===== src/rtl/serial_subtractor_pkg.sv =====
// sersub_pkg: shared types and constants for the bit-serial subtractor.
//   state_e         - control FSM states (IDLE, SHIFT, DONE)
//   SERSUB_DEFAULT_W - default operand width
//   cnt_width()     - bit counter width for a given W (at least 1 bit)
package sersub_pkg;

  typedef enum logic [1:0] {IDLE, SHIFT, DONE} state_e;

  localparam int SERSUB_DEFAULT_W = 4;

  // $clog2(1) is 0, so clamp to keep the counter a legal 1-bit vector at W=1.
  function automatic int cnt_width(input int w);
    return (w > 1) ? $clog2(w) : 1;
  endfunction

endpackage


===== src/rtl/serial_subtractor_if.sv =====
// serial_subtractor_if: start/done request bus of the serial subtractor.
//   start, a, b, bin : request (master -> slave)
//   busy, done       : status (slave -> master)
//   diff, bout       : result, held until the next operation completes
//   ovf              : two's-complement overflow, only with SERIAL_SUBTRACTOR_OVF_EN
interface serial_subtractor_if import sersub_pkg::*; #(parameter int W = SERSUB_DEFAULT_W);
  logic         start;
  logic [W-1:0] a;
  logic [W-1:0] b;
  logic         bin;
  logic         busy;
  logic         done;
  logic [W-1:0] diff;
  logic         bout;
`ifdef SERIAL_SUBTRACTOR_OVF_EN
  logic         ovf;

  modport master (output start, a, b, bin, input busy, done, diff, bout, ovf);
  modport slave  (input start, a, b, bin, output busy, done, diff, bout, ovf);
`else
  modport master (output start, a, b, bin, input busy, done, diff, bout);
  modport slave  (input start, a, b, bin, output busy, done, diff, bout);
`endif
endinterface


===== src/rtl/full_subtractor.sv =====
// full_subtractor: one-bit combinational full subtractor, x - y - bi.
//   x, y, bi : minuend bit, subtrahend bit, borrow-in
//   d, bo    : difference bit, borrow-out
module full_subtractor (
  input  logic x,
  input  logic y,
  input  logic bi,
  output logic d,
  output logic bo
);
  assign d  = x ^ y ^ bi;
  assign bo = (~x & y) | (~(x ^ y) & bi);
endmodule


===== src/rtl/serial_subtractor.sv =====
// serial_subtractor: bit-serial W-bit subtractor, diff = a - b - bin, LSB first,
// one bit per clock through a single full-subtractor cell.
//   clk, rst_n : clock (rising edge), asynchronous active-low reset
//   bus        : serial_subtractor_if slave (start/a/b/bin in, busy/done/diff/bout out)
// Optional: define SERIAL_SUBTRACTOR_OVF_EN to add the ovf output
// (two's-complement overflow of the subtraction).
module serial_subtractor import sersub_pkg::*; #(
  parameter int W = SERSUB_DEFAULT_W
) (
  input  logic                clk,
  input  logic                rst_n,
  serial_subtractor_if.slave  bus
);
  localparam int CW = cnt_width(W);

  state_e         state_q, state_d;
  logic [W-1:0]   a_q, a_d, b_q, b_d;
  logic [W-1:0]   res_q, res_d;
  logic [W-1:0]   diff_q, diff_d;
  logic           borrow_q, borrow_d;
  logic           bout_q, bout_d;
  logic [CW-1:0]  cnt_q, cnt_d;
  logic           cell_d, cell_bo;
  logic           last;
`ifdef SERIAL_SUBTRACTOR_OVF_EN
  logic           ovf_q, ovf_d;
`endif

  full_subtractor u_fs (
    .x  (a_q[0]),
    .y  (b_q[0]),
    .bi (borrow_q),
    .d  (cell_d),
    .bo (cell_bo)
  );

  assign last = (cnt_q == CW'(W - 1));

  always_comb begin
    state_d  = state_q;
    a_d      = a_q;
    b_d      = b_q;
    res_d    = res_q;
    diff_d   = diff_q;
    borrow_d = borrow_q;
    bout_d   = bout_q;
    cnt_d    = cnt_q;
`ifdef SERIAL_SUBTRACTOR_OVF_EN
    ovf_d    = ovf_q;
`endif
    case (state_q)
      IDLE, DONE: begin
        if (bus.start) begin
          a_d      = bus.a;
          b_d      = bus.b;
          borrow_d = bus.bin;
          cnt_d    = '0;
          state_d  = SHIFT;
        end else if (state_q == DONE) begin
          state_d  = IDLE;
        end
      end
      SHIFT: begin
        // New bit enters at the MSB; after W shifts bit 0 has reached the LSB.
        // Shift-and-or form keeps W=1 legal (no zero-width slice).
        res_d    = (res_q >> 1) | (W'(cell_d) << (W - 1));
        a_d      = a_q >> 1;
        b_d      = b_q >> 1;
        borrow_d = cell_bo;
        cnt_d    = cnt_q + CW'(1);
        if (last) begin
          // Publish all result bits at once so diff never shows a partial value.
          diff_d  = res_d;
          bout_d  = cell_bo;
`ifdef SERIAL_SUBTRACTOR_OVF_EN
          // On the MSB step borrow_q is the borrow into the MSB.
          ovf_d   = borrow_q ^ cell_bo;
`endif
          state_d = DONE;
        end
      end
      default: state_d = IDLE;
    endcase
  end

  always_ff @(posedge clk or negedge rst_n) begin
    if (!rst_n) begin
      state_q  <= IDLE;
      a_q      <= '0;
      b_q      <= '0;
      res_q    <= '0;
      diff_q   <= '0;
      borrow_q <= 1'b0;
      bout_q   <= 1'b0;
      cnt_q    <= '0;
`ifdef SERIAL_SUBTRACTOR_OVF_EN
      ovf_q    <= 1'b0;
`endif
    end else begin
      state_q  <= state_d;
      a_q      <= a_d;
      b_q      <= b_d;
      res_q    <= res_d;
      diff_q   <= diff_d;
      borrow_q <= borrow_d;
      bout_q   <= bout_d;
      cnt_q    <= cnt_d;
`ifdef SERIAL_SUBTRACTOR_OVF_EN
      ovf_q    <= ovf_d;
`endif
    end
  end

  assign bus.busy = (state_q == SHIFT);
  assign bus.done = (state_q == DONE);
  assign bus.diff = diff_q;
  assign bus.bout = bout_q;
`ifdef SERIAL_SUBTRACTOR_OVF_EN
  assign bus.ovf  = ovf_q;
`endif

endmodule

===== src/flat_wrapper.sv =====
// flat-port wrapper written by rule: the top's interface ports become plain ports
module serial_subtractor_flat import sersub_pkg::*;
#(
  parameter int W = SERSUB_DEFAULT_W
)
  (clk, rst_n, bus_start, bus_a, bus_b, bus_bin, bus_busy, bus_done, bus_diff, bus_bout);
  serial_subtractor_if #(.W(W)) bus_i ();
  input  logic clk;
  input  logic rst_n;
  input wire logic [$bits(bus_i.start)-1:0] bus_start;
  input wire logic [$bits(bus_i.a)-1:0] bus_a;
  input wire logic [$bits(bus_i.b)-1:0] bus_b;
  input wire logic [$bits(bus_i.bin)-1:0] bus_bin;
  output wire logic [$bits(bus_i.busy)-1:0] bus_busy;
  output wire logic [$bits(bus_i.done)-1:0] bus_done;
  output wire logic [$bits(bus_i.diff)-1:0] bus_diff;
  output wire logic [$bits(bus_i.bout)-1:0] bus_bout;
  assign bus_i.start = bus_start;
  assign bus_i.a = bus_a;
  assign bus_i.b = bus_b;
  assign bus_i.bin = bus_bin;
  assign bus_busy = bus_i.busy;
  assign bus_done = bus_i.done;
  assign bus_diff = bus_i.diff;
  assign bus_bout = bus_i.bout;
  serial_subtractor #(.W(W)) u_core (.clk(clk), .rst_n(rst_n), .bus(bus_i));
endmodule

===== config.mk =====
export PLATFORM = sky130hd
export DESIGN_NAME = serial_subtractor_flat
export DESIGN_NICKNAME = d
export VERILOG_FILES = /design/src/rtl/serial_subtractor_pkg.sv /design/src/rtl/serial_subtractor_if.sv /design/src/rtl/full_subtractor.sv /design/src/rtl/serial_subtractor.sv /design/src/flat_wrapper.sv
export SDC_FILE = /design/constraint.sdc
export NUM_CORES = 1
export LEC_CHECK = 0
export CAP_MARGIN = 20
export CORE_MARGIN = 4
export CORE_UTILIZATION = 57
export CTS_BUF_LIST = sky130_fd_sc_hd__clkbuf_4 sky130_fd_sc_hd__clkbuf_8
export DETAILED_ROUTE_END_ITERATION = 16
export GPL_TIMING_DRIVEN = 1
export PLACE_DENSITY = 0.83
export SLEW_MARGIN = 10
export SYNTH_ARGS = -nofsm -noshare
export SYNTH_HDL_FRONTEND = slang
export SYNTH_SLANG_ARGS = --single-unit
export TNS_END_PERCENT = 20

===== constraint.sdc =====
create_clock -name clk -period 3.13 [get_ports clk]
set_clock_uncertainty 0.1 [all_clocks]
set_input_delay 0.4695 -clock clk [delete_from_list [all_inputs] [get_ports clk]]
set_output_delay 0.4695 -clock clk [all_outputs]
set_load 0.05 [all_outputs]

==> impl_metrics.py <==
metrics = {
    "grt": {
        "grt.total_usage_pct": 15.9,
        "grt_pass1_vias": 674,
        "grt_pass1_wl_um": 3010,
        "grt.overflow.total": 0,
        "grt_max_degree": 22,
        "antenna_found_initial": 0,
    },
    "detailed_routing": {
        "drt-initial-drc-count": 6,
        "final_antenna_net_count": 0,
        "vias": 729,
        "drt_first_pass_iters": 4,
        "wl_per_cell_um": 13.0,
        "routed_wl_um": 1760,
        "viasPerCell": 5.36,
        "drc": 0,
    },
    "floorplanning": {
        "start_util_pct": 59.6,
        "core_area_um2": 1710,
        "die_area_um2": 2530,
        "row_count": 15,
        "die_y_um": 50.3,
        "io_pins": 19,
        "chipWidth_um": 50.3,
    },
    "pwr": {
        "ir_worst_vdd_v": 0.000623,
        "clkPwrFrac_pct": 10.1,
        "combPwrFrac_pct": 52.1,
        "p_leak_nw": 0.550,
        "p_seq_share_pct": 37.8,
        "p_sw_mw": 0.554,
        "p_per_area_nw_per_um2": 1040,
        "cellInternalPower_mw": 0.730,
        "switching_share_pct": 43.2,
    },
    "cts": {
        "cts.clk_slew.worst_paths_ps": 110,
        "insertion_delay_ps": 300,
        "cts_resized": 0,
        "cts_tree": "built",
        "cts_sinks": 21,
        "cts_max_path_buffers": 2,
        "cts_setup_buffers": 0,
        "cts_buffers": 3,
        "cts_htree_levels": 1,
        "holdBufCountCts": 0,
        "clockRootBuffer": "clkbuf_4",
    },
    "yosys": {
        "synth_common_cells": "dfrtp_1 (21), nand2_1 (10), a21oi_1 (8), nor2b_1 (8)",
        "yosysWarningCount": 0,
        "syn_nets": 106,
        "synth.distinct_cells": 21,
        "synth-main-ff-cell": "dfrtp_1",
        "async_flop_share_pct": 100,
        "synth-edff-count": 0,
        "syn_avg_cell_area_um2": 11.1,
        "synthTopCellsByArea": "dfrtp_1 (52%), mux2i_1 (6.9%), mux2_2 (5.5%)",
        "ys_seq_area_share_pct": 51.6,
        "synth_top_area_share_pct": 51.6,
        "synth_top_area_cell": "dfrtp_1",
        "synthCells": 92,
        "ys_ff_latch": 21,
        "synth.most_common_cell": "dfrtp_1",
        "synth_area_um2": 1020,
    },
    "min_path": {
        "min_path_type": "reg2reg",
        "hp-start": "u_core.bus.bout",
    },
    "job": {
        "cap_violations": 0,
    },
    "placement": {
        "dpl_worst_slack_ps": 959,
        "place_congestion": 0.717,
        "dp_hpwl_um": 1270,
        "port_buffers": 18,
    },
    "timing": {
        "setup_tns_ps": 0,
        "setup_viol": 0,
        "tightestPinTransition_ps": 923,
        "final_hold_viol_count": 0,
        "setup_ws_ps": 617,
        "finalCriticalPeriod_ps": 2510,
        "max_slew_margin_pct": 38.3,
        "post-route-period-util_pct": 80.3,
        "drv_slew": 0,
        "rsz0062_at_grt": "no",
        "fmax_mhz": 398,
    },
    "final_layout": {
        "area_growth_pct": 20.8,
        "drive_above_1_share_pct": 11.7,
        "fin_nets": 126,
        "n_antenna_cell": 0,
        "fillers": 132,
    },
    "worst_setup_path": {
        "critPathKind": "reg2out",
        "crit_chain": "nand2b_1 > inv_1 > clkdlybuf4s50_1",
        "critical_path.top_delay_family": "buffers and inverters",
        "critPathLaunch": "u_core.state_q[1]",
        "slowest_delay_ps": 810,
        "cp-end-kind": "output pin",
        "arrival_ps": 1940,
        "path_buf_inv": 2,
        "slowest_stage": "clkdlybuf4s50_1",
        "crit_path_start_kind": "flop",
        "cp_max_fo": 8,
        "timing.rr.start": "u_core.b_q[0]",
        "critPathRequiredTime_ps": 2560,
    },
    "status": {
        "outcome": "completed",
    },
}
[worst paths after layout]
kind                                           end  slack, ps  cells past startpoint
worst min register to register     u_core.bus.bout        400                      2
max in group asynchronous          u_core.cnt_q[1]       1800                      1
min in group asynchronous       u_core.bus.diff[2]        570                      1
worst max-delay path                      bus_busy        620                      3
worst max register to register  u_core.bus.diff[3]       1710                      3
worst min-delay path               u_core.bus.bout        400                      2
[layout by cell type (no fill, tap or decap)]
| cell | instances |
|---|---|
| inv_1 | 5 |
| nand2b_1 | 2 |
| nor2_1 | 2 |
| mux2_2 | 5 |
| clkinv_2 | 1 |
| o21ai_0 | 2 |
| nand2_1 | 10 |
| a211oi_1 | 7 |
| o21ai_1 | 2 |
| ha_1 | 1 |
| nand3_1 | 3 |
| o21ai_2 | 1 |
| fa_1 | 1 |
| dfrtp_1 | 21 |
| clkbuf_4 | 3 |
| a21oi_1 | 8 |
| nand3b_4 | 1 |
| nor2b_1 | 8 |
| mux2i_1 | 7 |
| buf_4 | 2 |
| clkdlybuf4s50_1 | 18 |
| a22o_1 | 1 |
[cells by family (layout without fill, tap and decap cells)]
kind of cell | after synthesis | in the layout | share of synthesized area, %
compound gates | 21 | 21 | 12.8
mux | 12 | 12 | 12.4
flops | 21 | 21 | 51.6
buf+inv | 10 | 29 | 6.02
fa+ha+maj | 2 | 2 | 3.19
simple gates | 26 | 26 | 14.0
[final cells by class]
cell class	instances	area [um^2]	area share, %
multi-input combinational	61	432	35.1
inverter	5	18.8	1.53
timing repair buffer	20	195	15.9
tap	25	31.3	2.54
clock buffer	3	22.5	1.83
clock inverter	1	5.00	0.407
sequential	21	526	42.7
[metrics by stage]
step                      util [%]  cells  cell area (um^2)  hold slack [ps]  total power [mW]
after global routing          72.0    136              1230              430              1.39
final                         72.0    136              1230              395              1.28
after floorplan                  -     92              1020             73.9             0.994
after CTS                     72.0    136              1230              400              1.30
after detailed placement      70.4    132              1200              373              1.16
after global placement        70.4    132              1200              359              1.14
[worst reg2reg max path, cell delays in order (launching register included)]
cell and delay, ps:
dfrtp_1 410, inv_1 80, fa_1 450, mux2_2 270
[flip-flops by register name, indices dropped and copies added, names as in the netlist]
register	cells
u_core.borrow_q	1
u_core.bus.bout	1
u_core.a_q	4
u_core.b_q	4
u_core.cnt_q	2
u_core.res_q	3
u_core.bus.diff	4
u_core.state_q	2
[power by group through the flow]
stage / clock (mW) / sequential (mW) / combinational, mW
after global placement: 0 / 0.480 / 0.657
after global routing: 0.147 / 0.503 / 0.736
after CTS: 0.133 / 0.485 / 0.678
after detailed placement: 0 / 0.491 / 0.673
final: 0.129 / 0.486 / 0.669
after floorplan: 0 / 0.587 / 0.407
[metal layers]
| layer | vias to the layer above | wire length, um | share of wire (%) | GRT usage, % |
|---|---|---|---|---|
| li1 | 355 | - | - | - |
| met1 | 353 | 807 | 46 | 21.5 |
| met2 | 16 | 867 | 49 | 25.0 |
| met3 | 5 | 60 | 3.4 | 3.56 |
| met4 | 0 | 28 | 1.6 | 5.53 |
| met5 | - | 0 | 0 | 0 |
No activity file was read; power rests on OpenSTA's default activity.
